**config.mk**
```make
export PLATFORM = sky130hd
export DESIGN_NAME = reglist_encoder
export DESIGN_NICKNAME = d
export VERILOG_FILES = /design/src/rtl/reglist_encoder.sv
export SDC_FILE = /design/constraint.sdc
export NUM_CORES = 1
export LEC_CHECK = 0
export BUFFER_PORTS_ARGS = -buffer_cell sky130_fd_sc_hd__buf_4
export CORE_ASPECT_RATIO = 2
export CORE_UTILIZATION = 61
export CTS_CLUSTER_DIAMETER = 60
export DETAILED_ROUTE_END_ITERATION = 8
export GPL_TIMING_DRIVEN = 0
export HOLD_SLACK_MARGIN = 0.12
export PLACE_DENSITY = 0.87
export SLEW_MARGIN = 20
export SYNTH_ARGS = -nofsm -noshare
export SYNTH_HDL_FRONTEND = slang
export SYNTH_SLANG_ARGS = --single-unit
export TNS_END_PERCENT = 5
```
**constraint.sdc**
```tcl
create_clock -name clk -period 4 [get_ports clk]
set_clock_uncertainty 0.2 [all_clocks]
set_input_delay 0.4 -clock clk [delete_from_list [all_inputs] [get_ports clk]]
set_output_delay 0.4 -clock clk [all_outputs]
set_load 0.02 [all_outputs]
```
**src/rtl/reglist_encoder.sv**
```systemverilog
// reglist_encoder: walks a 16-bit register mask and emits each set
// bit's 4-bit address, one per valid/ready handshake, in priority order.
module reglist_encoder #(
    parameter bit ASCEND = 1'b1
) (
    input  logic        clk,
    input  logic        reset,
    input  logic        start,
    input  logic [15:0] reg_list,
    output logic [3:0]  addr_out,
    output logic        addr_valid,
    input  logic        addr_ready,
    output logic        busy,
    output logic        done,
    output logic [4:0]  count
);

    typedef enum logic [1:0] {
        IDLE = 2'd0,
        SCAN = 2'd1,
        FIN  = 2'd2
    } state_t;

    state_t      state;
    logic [15:0] pending;
    logic [15:0] pend_next;

    // Priority pick: lowest set bit when ascending, highest otherwise.
    function automatic logic [3:0] pick(input logic [15:0] m);
        logic [3:0] r;
        r = 4'd0;
        if (ASCEND) begin
            for (int i = 15; i >= 0; i--)
                if (m[i]) r = 4'(i);
        end else begin
            for (int i = 0; i < 16; i++)
                if (m[i]) r = 4'(i);
        end
        return r;
    endfunction

    // Mask left over once the currently presented address is consumed.
    always_comb begin
        pend_next = pending & ~(16'd1 << addr_out);
    end

    // Control FSM; every output is registered, so addr_out/addr_valid
    // depend only on state and pending, never on live inputs.
    always_ff @(posedge clk) begin
        if (reset) begin
            state      <= IDLE;
            pending    <= 16'd0;
            addr_out   <= 4'd0;
            addr_valid <= 1'b0;
            busy       <= 1'b0;
            done       <= 1'b0;
            count      <= 5'd0;
        end else begin
            unique case (state)
                IDLE: begin
                    done <= 1'b0;
                    if (start) begin
                        pending <= reg_list;
                        count   <= 5'd0;
                        busy    <= 1'b1;
                        if (reg_list != 16'd0) begin
                            state      <= SCAN;
                            addr_valid <= 1'b1;
                            addr_out   <= pick(reg_list);
                        end else begin
                            state <= FIN;
                            done  <= 1'b1;
                        end
                    end
                end
                SCAN: begin
                    if (addr_ready) begin
                        pending <= pend_next;
                        count   <= count + 5'd1;
                        if (pend_next == 16'd0) begin
                            state      <= FIN;
                            addr_valid <= 1'b0;
                            addr_out   <= 4'd0;
                            done       <= 1'b1;
                        end else begin
                            addr_out <= pick(pend_next);
                        end
                    end
                end
                FIN: begin
                    state <= IDLE;
                    done  <= 1'b0;
                    busy  <= 1'b0;
                end
                default: begin
                    state      <= IDLE;
                    addr_valid <= 1'b0;
                    addr_out   <= 4'd0;
                    busy       <= 1'b0;
                    done       <= 1'b0;
                end
            endcase
        end
    end

endmodule
```
**Word-level counts from Yosys, hierarchy flattened**

Cells that the tools add are included.

- Register bits after elaboration: 30
- Input bits: 20
- Output and inout port bits: 12
- Logic and storage cells: 89

- Add/subtract/negate cells: 1
- Equal/unequal tests: 6
- Shift-type cells: 1
- Muxes and demuxes: 60
- Bitwise logic cells: 4
- Reductions and logical operators: 10

Operators with widths:

| operator | count |
|---|---|
| 2-to-1 mux 4 bit | 36 |
| 2-to-1 mux 16 bit | 2 |
| case mux 16 bit (2 select lines) | 1 |
| AND 16 bit | 1 |
| zero test 16 bit | 1 |
| inverter 16 bit | 1 |
| nonzero test 16 bit | 1 |
| << shifter 1 x 4 -> 16 bit, first input constant | 1 |
| case mux 4 bit (3 select lines) | 1 |
| 2-to-1 mux 5 bit | 2 |
| case mux 5 bit (2 select lines) | 1 |
| 2-to-1 mux 1 bit | 9 |
| 2-to-1 mux 2 bit | 4 |
| inequality test 2 bit, second input constant | 4 |
| AND reduction 3 bit | 2 |
| adder 5 x 1 -> 5 bit, second input constant | 1 |
| AND reduction 5 bit | 1 |
| case mux 1 bit (2 select lines) | 2 |
| case mux 2 bit (2 select lines) | 1 |
| AND reduction 2 bit | 2 |
| AND reduction 4 bit | 1 |
| case mux 1 bit (3 select lines) | 1 |
| == test 2 x 1 -> 1 bit, second input constant | 1 |
| == test 2 bit, second input constant | 1 |
| other kinds (3) | 4 |

**Logic depth before layout (Yosys ltp)**

Gate-level depths: netlist of the first run.

- Word-level depth: 22
- Mapped depth: 9
- Mapped depth without buffers: 6

**Least setup slack after synthesis of the first run**

No wires, ideal clock.

- Path kind: register to register
- Start point: register addr_out[2]
- End point: register state[0]
- Setup time: 115 ps
- Arrival: 1962 ps
- Required time: 3685 ps
- Path slack: 1723 ps
- Cell stages (with the launch flop): 8
- Path buffers: 1
- Clock period less this slack: 2277 ps
- Cells stage by stage: dfxtp_1 buf_4 or4bb_1 nor2_2 o22ai_2 nor4_4 nor2_1 o21ba_1

- Longest elaborated chain between the ends: 6

Ends and longest elaborated chain:

| item | line | source |
|---|---|---|
| from (decl) | 10 | `output logic [3:0] addr_out,` |
| from (signal assigned) | 69 | `addr_out <= pick(reg_list);` |
| from (signal assigned) | 86 | `addr_out <= pick(pend_next);` |
| << shifter 1 x 4 -> 16 bit | 44 | `pend_next = pending & ~(16'd1 << addr_out);` |
| inverter 16 bit | 44 |  |
| AND 16 bit | 44 |  |
| zero test 16 bit | 80 | `if (pend_next == 16'd0) begin` |
| inequality test 2 bit (no line) | -- |  |
| AND reduction 3 bit (no line) | -- |  |
| to (signal assigned) | 51 | `state <= IDLE;` |
| to (signal assigned) | 81 | `state <= FIN;` |
| to (signal assigned) | 91 | `state <= IDLE;` |
| to (decl) | 24 | `state_t state;` |

No other way between the ends.
A chain may end at the register's enable or synchronous reset.

**Worst setup path in the final report of the first run**

- Start point: register state[1]
- End point: register pending[2]

- Longest elaborated chain between the ends: 3
- Elaborated cells on any way between the ends: 7
- Those cells by class: eq/ne: 3; mux: 1; reduce/logical: 3

Ends and longest elaborated chain:

| item | line | source |
|---|---|---|
| from (signal assigned) | 51 |  |
| from (signal assigned) | 67 | `state <= SCAN;` |
| from (signal assigned) | 71 | `state <= FIN;` |
| == test 2 x 1 -> 1 bit or zero test 2 bit (tied branches) | 59 | `unique case (state)` |
| inequality test 2 bit (no line) or nonzero test 2 bit (tied branches) | -- |  |
| AND reduction 3 bit (no line) | -- |  |
| to (signal assigned) | 63 | `pending <= reg_list;` |
| to (signal assigned) | 78 | `pending <= pend_next;` |
| to (decl) | 25 | `logic [15:0] pending;` |

Parallel ways exist; a longest one is shown, timed or not.

==> results of run 1 <==
==> placed cells by master, fill, tap and decap left out, drive strengths merged, types with 2 or more instances in the layout <==
cell and count:
a211oi 4, a21oi 36, a221oi 2, a31oi 6, a32oi 2, and2 3, buf 38, clkbuf 21
dfxtp 30, inv 8, mux2i 4, nand2 21, nand2b 9, nand3 2, nand3b 2, nand4 4
nand4b 2, nor2 38, nor2b 3, nor3 14, nor3b 2, nor4 10, o211ai 2, o21ai 8
o21bai 2, o221ai 9, o22ai 7, o31a 2, o41a 2, or2 2, or4 2, or4bb 2
xor2 3
==> path summary, 6_finish.rpt <==
kind | startpoint | to | slack [ps]
max | state[1]$_SDFFE_PP0P_ | pending[2]$_SDFFE_PP0P_ | 1240
min | reset | addr_out[1]$_SDFFE_PP0P_ | 230
max reg2reg | state[1]$_SDFFE_PP0P_ | pending[2]$_SDFFE_PP0P_ | 1240
min reg2reg | busy$_SDFFE_PP0P_ | busy$_SDFFE_PP0P_ | 280
==> metal layers <==
metal  part of all wire [%]  vias up  routed length [um]
met5                      0        -                   0
met4                    6.8        0                 463
met3                    5.5       36                 373
met2                     53      131                3630
met1                     35     1127                2360
li1                       -     1127                   -
==> layout make-up <==
cell class / instances / area (um^2) / area share, %
inverter: 8 / 30.03 / 1.242
multi-input combinational: 221 / 1344 / 55.59
clock buffer: 7 / 76.32 / 3.157
sequential: 30 / 600.6 / 24.84
buffer: 21 / 95.09 / 3.934
tap: 31 / 38.79 / 1.605
timing repair buffer: 31 / 232.7 / 9.627
==> flip-flops by register name, summed over array words and instances, names as in the netlist <==
register and cells:
done 1, addr_valid 1, count 5, busy 1
pending 16, addr_out 4, state 2
==> through the flow <==
| step | hold slack, ps | utilization (%) |
|---|---|---|
| final | 231.9 | 75.71 |
| after floorplan | 244.6 | - |
| after detailed placement | 269.6 | 73.32 |
| after CTS | 239.4 | 75.71 |
| after global placement | 264.7 | 73.32 |
| after global routing | 257.9 | 75.71 |
==> logic make-up after synthesis <==
group,count (synthesis)
AO/OA/AOI/OAI,92
buffers and inverters,29
flip-flops,30
multiplexers,5
AND/OR/NAND/NOR,120
adder cells (fa/ha/maj),1
XOR/XNOR,3
==> power by group through the flow <==
stage | sequential, mW | clock, mW | combinational (mW)
floorplan | 0.389 | 0 | 0.316
global placement | 0.386 | 0 | 0.453
detailed placement | 0.387 | 0 | 0.461
CTS | 0.381 | 0.228 | 0.464
global route | 0.386 | 0.245 | 0.509
finish | 0.383 | 0.230 | 0.476
==> worst max-delay path: stages, from the launching register on <==
cell and delay [ps]:
dfxtp_1 450, nor2_1 140, and2_1 170, clkbuf_1 160, a21oi_1 640, clkbuf_1 530, a211oi_1 120, a21oi_1 160
nor2_1 50
==> results.py, run 1 <==
metrics = {
    "status": {
        "run_status": "completed",
    },
    "sta": {
        "drv_slew": 0,
        "setup_ws_ps": 1241,
        "setup_tns_ps": 0,
        "period_minus_slack_ps": 2759,
        "tightestPinTransition_ps": 780.2,
        "setup_viol": 0,
        "max_freq_mhz": 362.4,
        "min_period_over_period_pct": 68.98,
        "slew_headroom_pct": 47.99,
        "rsz0062_at_grt": "no",
        "finalHoldViolCount": 0,
    },
    "routing": {
        "viasPerCell": 6.937,
        "vias": 2421,
        "drtIter0Drc": 120,
        "wirelength_um": 6827,
        "dr.pass1.iters": 5,
        "ant_nets": 0,
        "drt-wirelength-per-cell_um": 19.56,
        "remaining_drc_errors": 0,
    },
    "setup_path": {
        "path_max_fanout": 10,
        "arrival_ps": 2720,
        "cp-end-kind": "register",
        "path_class": "reg2reg",
        "r2r_cells": 8,
        "cp_data_required_time_ps": 3960,
        "cp-start-kind": "register",
    },
    "clock_network": {
        "cts_buffers": 5,
        "root_buffer": "clkbuf_8",
        "clk_latency_ps": 290,
        "ctsResizeCount": 0,
        "cts.path.max_buffers": 2,
        "cts_tree": "built",
        "hold_buffers": 0,
        "clkSlewWorstSetupHoldPaths_ps": 60,
        "post-cts-setup-buffers": 0,
        "clock_sinks": 30,
        "htree_levels": 2,
    },
    "synth": {
        "yosys_warnings": 0,
        "synth-main-ff-cell": "dfxtp_1",
        "synth_nets": 301,
        "synth_most_common_cell": "nor2_1",
        "synth-xor-area-share_pct": 1.270,
        "ys_seq_area_share_pct": 29.02,
        "synth_top_family_by_area": "simple AND/OR/NAND/NOR gates",
        "synth-simple-area-share_pct": 31.02,
        "ys_async_sr_fraction_pct": 0,
        "synth_commonest_cells": "nor2_1, a21oi_1, dfxtp_1, nand2_1",
        "synth_compound_area_share_pct": 29.56,
        "synth_edf_count": 0,
        "yosysTopAreaCellShare_pct": 29.02,
        "synthTopCellsByArea": "dfxtp_1, a21oi_1, nor2_1",
        "yosysTopAreaCell": "dfxtp_1",
        "syn-cell-area_um2": 2069,
        "synth.avg_cell_area_um2": 7.391,
        "synth_adder_area_share_pct": 0.6046,
        "ys_seq_elements": 30,
        "synthCells": 280,
        "synth.distinct_cells": 57,
        "muxShareOfSynthArea_pct": 2.479,
    },
    "global_route": {
        "grt_first_pass_wirelength_um": 10700,
        "use_met3_pct": 5.591,
        "grt_pass1_vias": 2347,
        "global_route.usage.total_pct": 38.71,
        "grt.overflow.total": 0,
        "use_met1_pct": 37.50,
        "met2_usage_pct": 69.61,
        "busiest_layer": "met2",
        "antenna_found_initial": 0,
        "grt_max_degree": 11,
    },
    "power": {
        "combinationalPowerShare_pct": 43.7,
        "power_mw": 1.088,
        "powerDensity_nw_per_um2": 450.3,
        "seq_power_share_pct": 35.2,
        "p_sw_mw": 0.4491,
        "p_int_mw": 0.6393,
        "vdd_ir_drop_max_mv": 0.3933,
        "p_clk_share_pct": 21.1,
        "switching_share_pct": 41.26,
        "leakagePower_nw": 0.9000,
    },
    "place": {
        "post-place-ws_ps": 1370,
        "dp_hpwl_um": 5166,
        "gp_congestion": 0.9633,
        "place_inst": 342,
        "io_buffers": 31,
        "placed_area_um2": 2341,
    },
    "layout": {
        "syn2layout_area_growth_pct": 16.81,
        "drive_gt1_share_pct": 16.35,
        "antenna_cells": 0,
        "postLayoutCellArea_um2": 2417,
        "final_cells": 349,
        "fillCellCount": 270,
        "fin_nets": 339,
    },
    "worst_hold_path": {
        "hold_class": "in2reg",
        "hold_depth": 3,
    },
    "floorplanning": {
        "initial_core_util_pct": 64.81,
        "die_w_um": 43.19,
        "die-area_um2": 3644,
        "core-area_um2": 3193,
        "num_rows": 29,
        "die-height_um": 84.37,
        "io-pin-count": 32,
    },
    "run": {
        "drv_cap": 0,
    },
}
Power figures use the tool's default switching activity.
==> inputs of run 2 (changes only) <==
--- a/config.mk
+++ b/config.mk
@@ -5,14 +5,15 @@
 export SDC_FILE = /design/constraint.sdc
 export NUM_CORES = 1
 export LEC_CHECK = 0
+export ABC_AREA = 1
 export BUFFER_PORTS_ARGS = -buffer_cell sky130_fd_sc_hd__buf_4
 export CORE_ASPECT_RATIO = 2
-export CORE_UTILIZATION = 61
+export CORE_UTILIZATION = 56
 export CTS_CLUSTER_DIAMETER = 60
 export DETAILED_ROUTE_END_ITERATION = 8
 export GPL_TIMING_DRIVEN = 0
 export HOLD_SLACK_MARGIN = 0.12
-export PLACE_DENSITY = 0.87
+export PLACE_DENSITY = 0.82
 export SLEW_MARGIN = 20
 export SYNTH_ARGS = -nofsm -noshare
 export SYNTH_HDL_FRONTEND = slang
==> constraint.sdc (replaced) <==
create_clock -name clk -period 2.6 [get_ports clk]
set_clock_uncertainty 0.2 [all_clocks]
set_input_delay 0.26 -clock clk [delete_from_list [all_inputs] [get_ports clk]]
set_output_delay 0.26 -clock clk [all_outputs]
set_load 0.02 [all_outputs]
==> results.py, run 2 <==
metrics = {
    "synth": {
        "synthCells": 287,
        "ys_async_sr_fraction_pct": 0,
        "synth.distinct_cells": 34,
        "synthTopCellsByArea": "dfxtp_1, nand2_1, o21ai_0",
        "synth-main-ff-cell": "dfxtp_1",
        "synth.avg_cell_area_um2": 6.531,
        "synth_nets": 308,
        "yosysTopAreaCellShare_pct": 32.04,
        "synth_commonest_cells": "nand2_1, o21ai_0, a21oi_1, dfxtp_1, inv_1",
        "synth_edf_count": 0,
        "yosys_warnings": 0,
        "syn-cell-area_um2": 1874,
        "yosysTopAreaCell": "dfxtp_1",
        "ys_seq_area_share_pct": 32.04,
        "ys_seq_elements": 30,
        "synth_most_common_cell": "nand2_1",
    },
    "clock_network": {
        "cts.path.max_buffers": 2,
        "cts_buffers": 5,
        "clk_latency_ps": 290,
        "clkSlewWorstSetupHoldPaths_ps": 60,
        "clock_sinks": 30,
        "root_buffer": "clkbuf_8",
        "htree_levels": 2,
        "cts_tree": "built",
    },
    "routing": {
        "wirelength_um": 5659,
        "viasPerCell": 5.914,
        "dr.pass1.iters": 5,
        "drtIter0Drc": 108,
        "ant_nets": 0,
        "drt-wirelength-per-cell_um": 15.25,
        "vias": 2194,
        "remaining_drc_errors": 0,
    },
    "setup_path": {
        "cp_cell_sequence": "dlygate4sd3_1, buf_4, nor4_2, nand2_1, nor3_2, inv_1, a21oi_1, or2_1, buf_2, inv_2, o21ai_0, a31oi_1",
        "critical_path_buf_inv_count": 5,
        "r2r_cells": 21,
        "path_class": "in2reg",
        "path_depth": 12,
        "path_max_fanout": 6,
        "arrival_ps": 2390,
        "cp-start-kind": "primary input",
        "cp-end-kind": "register",
        "cp_data_required_time_ps": 2570,
        "r2r_setup_slack_ps": 260,
        "r2r_start": "addr_out[0]$_SDFFE_PP0P_",
        "r2r_end": "addr_out[0]$_SDFFE_PP0P_",
        "crit_slowest_cell": "dlygate4sd3_1",
        "cp_slowest_stage_delay_ps": 530,
        "cp_top_family": "buffers and inverters",
    },
    "sta": {
        "finalHoldViolCount": 0,
        "setup_ws_ps": 173.7,
        "setup_tns_ps": 0,
        "min_period_over_period_pct": 93.32,
        "drv_slew": 0,
        "tightestPinTransition_ps": 521.9,
        "max_freq_mhz": 412.2,
        "period_minus_slack_ps": 2426,
        "rsz0062_at_grt": "no",
        "slew_headroom_pct": 65.21,
        "setup_viol": 0,
    },
    "worst_hold_path": {
        "hold_depth": 3,
        "worstHoldStart": "reg_list[2]",
        "holdPathEnd": "pending[2]$_SDFFE_PP0P_",
        "hold_class": "in2reg",
    },
    "floorplanning": {
        "io-pin-count": 32,
        "die-area_um2": 3597,
        "num_rows": 29,
        "die_w_um": 42.91,
        "initial_core_util_pct": 58.70,
        "die-height_um": 83.82,
        "core-area_um2": 3193,
    },
    "layout": {
        "final_cells": 371,
        "fin_nets": 360,
        "syn2layout_area_growth_pct": 26.97,
        "top_register": "pending",
        "fillCellCount": 293,
        "final_common_cell": "nand2_1",
        "drive_gt1_share_pct": 21.47,
        "largest_register_ffs": 16,
        "antenna_cells": 0,
        "top_regs": "pending (16), count (5), addr_out (4)",
        "mostFrequentLayoutCells": "nand2_1, o21ai_0, buf_4, a21oi_1, dfxtp_1",
    },
    "global_route": {
        "grt.overflow.total": 0,
        "global_route.usage.total_pct": 33.01,
        "antenna_found_initial": 0,
        "grt_pass1_vias": 2115,
        "grt_max_degree": 11,
        "grt_first_pass_wirelength_um": 9073,
    },
    "place": {
        "io_buffers": 30,
        "dp_hpwl_um": 4269,
        "gp_congestion": 0.9459,
        "place_inst": 348,
        "post-place-ws_ps": 335.2,
    },
    "status": {
        "run_status": "completed",
    },
    "run": {
        "drv_cap": 0,
    },
    "power": {
        "powerDensity_nw_per_um2": 670.1,
        "vdd_ir_drop_max_mv": 0.5014,
        "power_mw": 1.595,
        "leakagePower_nw": 1.058,
    },
}
[run 2: cell families after synthesis]
group	Yosys count	share of synthesized area, %
fa+ha+maj	1	0.6675
simple gates	121	30.71
flops	30	32.04
buf+inv	45	10.35
compound gates	90	26.24
[run 2: what timing repair did]
| item | 4_1_cts | 5_1_grt |
|---|---|---|
| gates resized for setup | 0 | 0 |
| hold endpoints to repair | 15 | 0 |
| setup buffers | 0 | 0 |
| hold buffers | 15 | 0 |
[run 2: how the worst max path moves through the flow]
stage	endpoint	from
6_report	addr_out[2]$_SDFFE_PP0P_	reg_list[14]
4_1_cts	addr_out[2]$_SDFFE_PP0P_	reg_list[14]
3_5_place_dp	addr_out[0]$_SDFFE_PP0P_	addr_out[0]$_SDFFE_PP0P_
3_3_place_gp	addr_out[0]$_SDFFE_PP0P_	addr_out[0]$_SDFFE_PP0P_
2_1_floorplan	addr_out[0]$_SDFFE_PP0P_	addr_out[1]$_SDFFE_PP0P_
5_1_grt	addr_out[2]$_SDFFE_PP0P_	reg_list[14]
[run 2: per-layer routing]
metal | global-route usage (%) | vias to the layer above | share of wire (%) | wire length [um]
met5 | 0 | - | 0 | 0
met4 | 19.03 | 0 | 5.0 | 283
met1 | 31.94 | 1007 | 36 | 2024
met2 | 61.85 | 102 | 55 | 3109
li1 | - | 1062 | - | -
met3 | 4.329 | 23 | 4.3 | 241
[run 2: cell type report]
type                    count  area [um^2]  area share, %
clock inverters             1        5.005         0.2103
repair buffers             45        375.4          15.77
clock buffers               7        86.33          3.628
inverters                  35        141.4          5.941
well taps                  31        38.79          1.630
flip-flops and latches     30        600.6          25.24
plain buffers              10        52.55          2.208
multi-input cells         212         1080          45.37
[run 2: stage by stage]
step / util (%) / area, um^2 / hold slack, ps
finish: 74.53 / 2380 / 118.1
global route: 74.53 / 2380 / 168.9
CTS: 74.53 / 2380 / 122.8
detailed placement: 66.97 / 2138 / 259.9
global placement: 66.97 / 2138 / 253.7
floorplan: - / 1874 / 227.7
[run 2: worst register-to-register path, stage by stage (launching register included)]
cell and delay (ps):
dfxtp_1 500, nand3_1 180, nor2_1 210, nor2_2 70
nand2_1 70, nand2_1 50, nand2_1 60, nand2_1 50
nand2_1 60, nand2_1 40, nand2_1 60, nand2_1 40
nand2_1 80, nand2_1 70, nand2_1 70, nand2_1 50
nand2_1 60, nand2_1 60, nand2_1 60, nand2_1 60
nand2_1 70, a21oi_1 60
[run 2: where the power goes]
group | internal (mW) | switching (mW) | leakage (nW)
Clock | 0.213 | 0.183 | 0.0482
Sequential | 0.527 | 0.0515 | 0.248
Combinational | 0.220 | 0.399 | 0.762
Total | 0.961 | 0.634 | 1.06
==> inputs of run 3 (changes only) <==
--- a/config.mk
+++ b/config.mk
@@ -8,12 +8,13 @@
 export ABC_AREA = 1
 export BUFFER_PORTS_ARGS = -buffer_cell sky130_fd_sc_hd__buf_4
 export CORE_ASPECT_RATIO = 2
-export CORE_UTILIZATION = 56
+export CORE_UTILIZATION = 58
+export CTS_BUF_LIST = sky130_fd_sc_hd__clkbuf_4 sky130_fd_sc_hd__clkbuf_8
 export CTS_CLUSTER_DIAMETER = 60
 export DETAILED_ROUTE_END_ITERATION = 8
 export GPL_TIMING_DRIVEN = 0
 export HOLD_SLACK_MARGIN = 0.12
-export PLACE_DENSITY = 0.82
+export PLACE_DENSITY = 0.84
 export SLEW_MARGIN = 20
 export SYNTH_ARGS = -nofsm -noshare
 export SYNTH_HDL_FRONTEND = slang
==> constraint.sdc (replaced) <==
create_clock -name clk -period 2.5 [get_ports clk]
set_clock_uncertainty 0.2 [all_clocks]
set_input_delay 0.25 -clock clk [delete_from_list [all_inputs] [get_ports clk]]
set_output_delay 0.25 -clock clk [all_outputs]
set_load 0.02 [all_outputs]
==> results.py, run 3 (synthesis results as in run 2) <==
metrics = {
    "power": {
        "p_clk_share_pct": 27.1,
        "switching_share_pct": 39.02,
        "p_sw_mw": 0.6801,
        "seq_power_share_pct": 34.6,
        "vdd_ir_drop_max_mv": 0.5472,
        "powerDensity_nw_per_um2": 718.4,
        "leakagePower_nw": 1.099,
        "power_mw": 1.743,
        "p_int_mw": 1.063,
        "combinationalPowerShare_pct": 38.2,
    },
    "setup_path": {
        "critical_path_buf_inv_count": 4,
        "path_depth": 11,
        "path_class": "in2reg",
        "cp-end-kind": "register",
        "cp_data_required_time_ps": 2490,
        "arrival_ps": 2450,
        "r2r_cells": 12,
        "path_max_fanout": 6,
        "cp_top_family": "buffers and inverters",
        "path_common_cell": "buf_6",
        "cp_cell_sequence": "dlygate4sd3_1, buf_6, nor4_4, nand2_1, nor3_2, inv_1, a21oi_2, or2_1, buf_6, a21oi_1, a221oi_2",
        "cp-start-kind": "primary input",
        "crit_slowest_cell": "dlygate4sd3_1",
        "cp_slowest_stage_delay_ps": 550,
    },
    "layout": {
        "drive_gt1_share_pct": 21.30,
        "mostFrequentLayoutCells": "nand2_1, o21ai_0, a21oi_1, dfxtp_1, buf_4",
        "top_regs": "pending (16), count (5), addr_out (4)",
        "syn2layout_area_growth_pct": 29.44,
        "antenna_cells": 0,
        "largest_register_ffs": 16,
        "top_register": "pending",
        "fillCellCount": 231,
        "fin_nets": 358,
        "final_common_cell": "nand2_1",
    },
    "clock_network": {
        "cts.path.max_buffers": 2,
        "cts_tree": "built",
        "cts_buffers": 5,
        "clkSlewWorstSetupHoldPaths_ps": 70,
        "clk_latency_ps": 290,
        "htree_levels": 2,
        "clock_sinks": 30,
        "root_buffer": "clkbuf_8",
    },
    "floorplanning": {
        "core-area_um2": 3013,
        "die_w_um": 42.20,
        "io-pin-count": 32,
        "initial_core_util_pct": 62.21,
        "die-area_um2": 3476,
        "die-height_um": 82.39,
        "num_rows": 28,
    },
    "routing": {
        "drtIter0Drc": 90,
        "drt-wirelength-per-cell_um": 16.55,
        "vias": 2236,
        "dr.pass1.iters": 6,
        "viasPerCell": 6.076,
        "ant_nets": 0,
        "remaining_drc_errors": 0,
        "wirelength_um": 6091,
    },
    "place": {
        "dp_hpwl_um": 4342,
        "gp_congestion": 0.9930,
        "io_buffers": 30,
    },
    "sta": {
        "setup_tns_ps": 0,
        "min_period_over_period_pct": 98.26,
        "max_freq_mhz": 407.1,
        "drv_slew": 0,
        "rsz0062_at_grt": "yes",
        "slew_headroom_pct": 65.71,
        "period_minus_slack_ps": 2456,
        "tightestPinTransition_ps": 514.3,
        "setup_viol": 0,
        "finalHoldViolCount": 0,
    },
    "global_route": {
        "global_route.usage.total_pct": 36.67,
        "grt_max_degree": 11,
        "antenna_found_initial": 0,
        "grt_first_pass_wirelength_um": 9494,
        "grt_pass1_vias": 2206,
        "grt.overflow.total": 0,
    },
    "run": {
        "drv_cap": 0,
    },
    "worst_hold_path": {
        "hold_class": "in2reg",
        "hold_depth": 3,
    },
    "status": {
        "run_status": "completed",
    },
}
==> run 3: worst min-delay path, stage by stage <==
cell and delay [ps]:
buf_4 120, o21ai_0 80, a21oi_1 140
==> run 3: path summary, 6_finish.rpt <==
kind                                start  slack (ps)                       end
setup / recovery              reg_list[9]          40  addr_out[3]$_SDFFE_PP0P_
hold / removal               reg_list[12]         140  pending[12]$_SDFFE_PP0P_
setup reg to reg    state[0]$_SDFFE_PP0P_         160  pending[13]$_SDFFE_PP0P_
hold reg to reg   addr_valid$_SDFFE_PP0P_         290   addr_valid$_SDFFE_PP0P_
==> run 3: stage by stage <==
step	hold slack (ps)	util, %	setup slack [ps]	std cells	instance area (um^2)
2_1_floorplan	217.7	-	453.6	287	1874
3_3_place_gp	254.6	70.93	218.5	347	2137
3_5_place_dp	281.5	70.93	227.3	347	2137
4_1_cts	123.5	79.90	18.17	371	2407
5_1_grt	160.2	80.52	-38.98	368	2426
6_report	139.3	80.52	43.50	368	2426
==> run 3: layer usage <==
metal	routed length [um]	global-route usage [%]	share of wire, %
met5	0	0	0
met4	454	28.44	7.5
met3	274	5.217	4.5
met2	3326	70.92	55
met1	2035	32.71	33
==> run 3: cell type report <==
type	instances	area (um^2)	share of cell area (%)
repair buffers	43	376.6	15.52
inverters	35	141.4	5.828
plain buffers	10	58.81	2.424
well taps	30	37.54	1.547
flip-flops and latches	30	600.6	24.75
clock buffers	8	110.1	4.538
multi-input cells	212	1101	45.38
==> run 3: power groups by stage <==
stage	registers, mW	clock network, mW	logic, mW
finish	0.603	0.473	0.666
global route	0.610	0.488	0.734
CTS	0.600	0.477	0.640
detailed placement	0.608	0	0.616
global placement	0.607	0	0.605
floorplan	0.616	0	0.423
==> run 3: timing repair <==
item                                   CTS  global route
endpoints found under the hold margin   16             0
hold buffers                            16             0
setup buffers                            0             1
setup endpoints to repair                0             7
gates resized for setup                  0            12
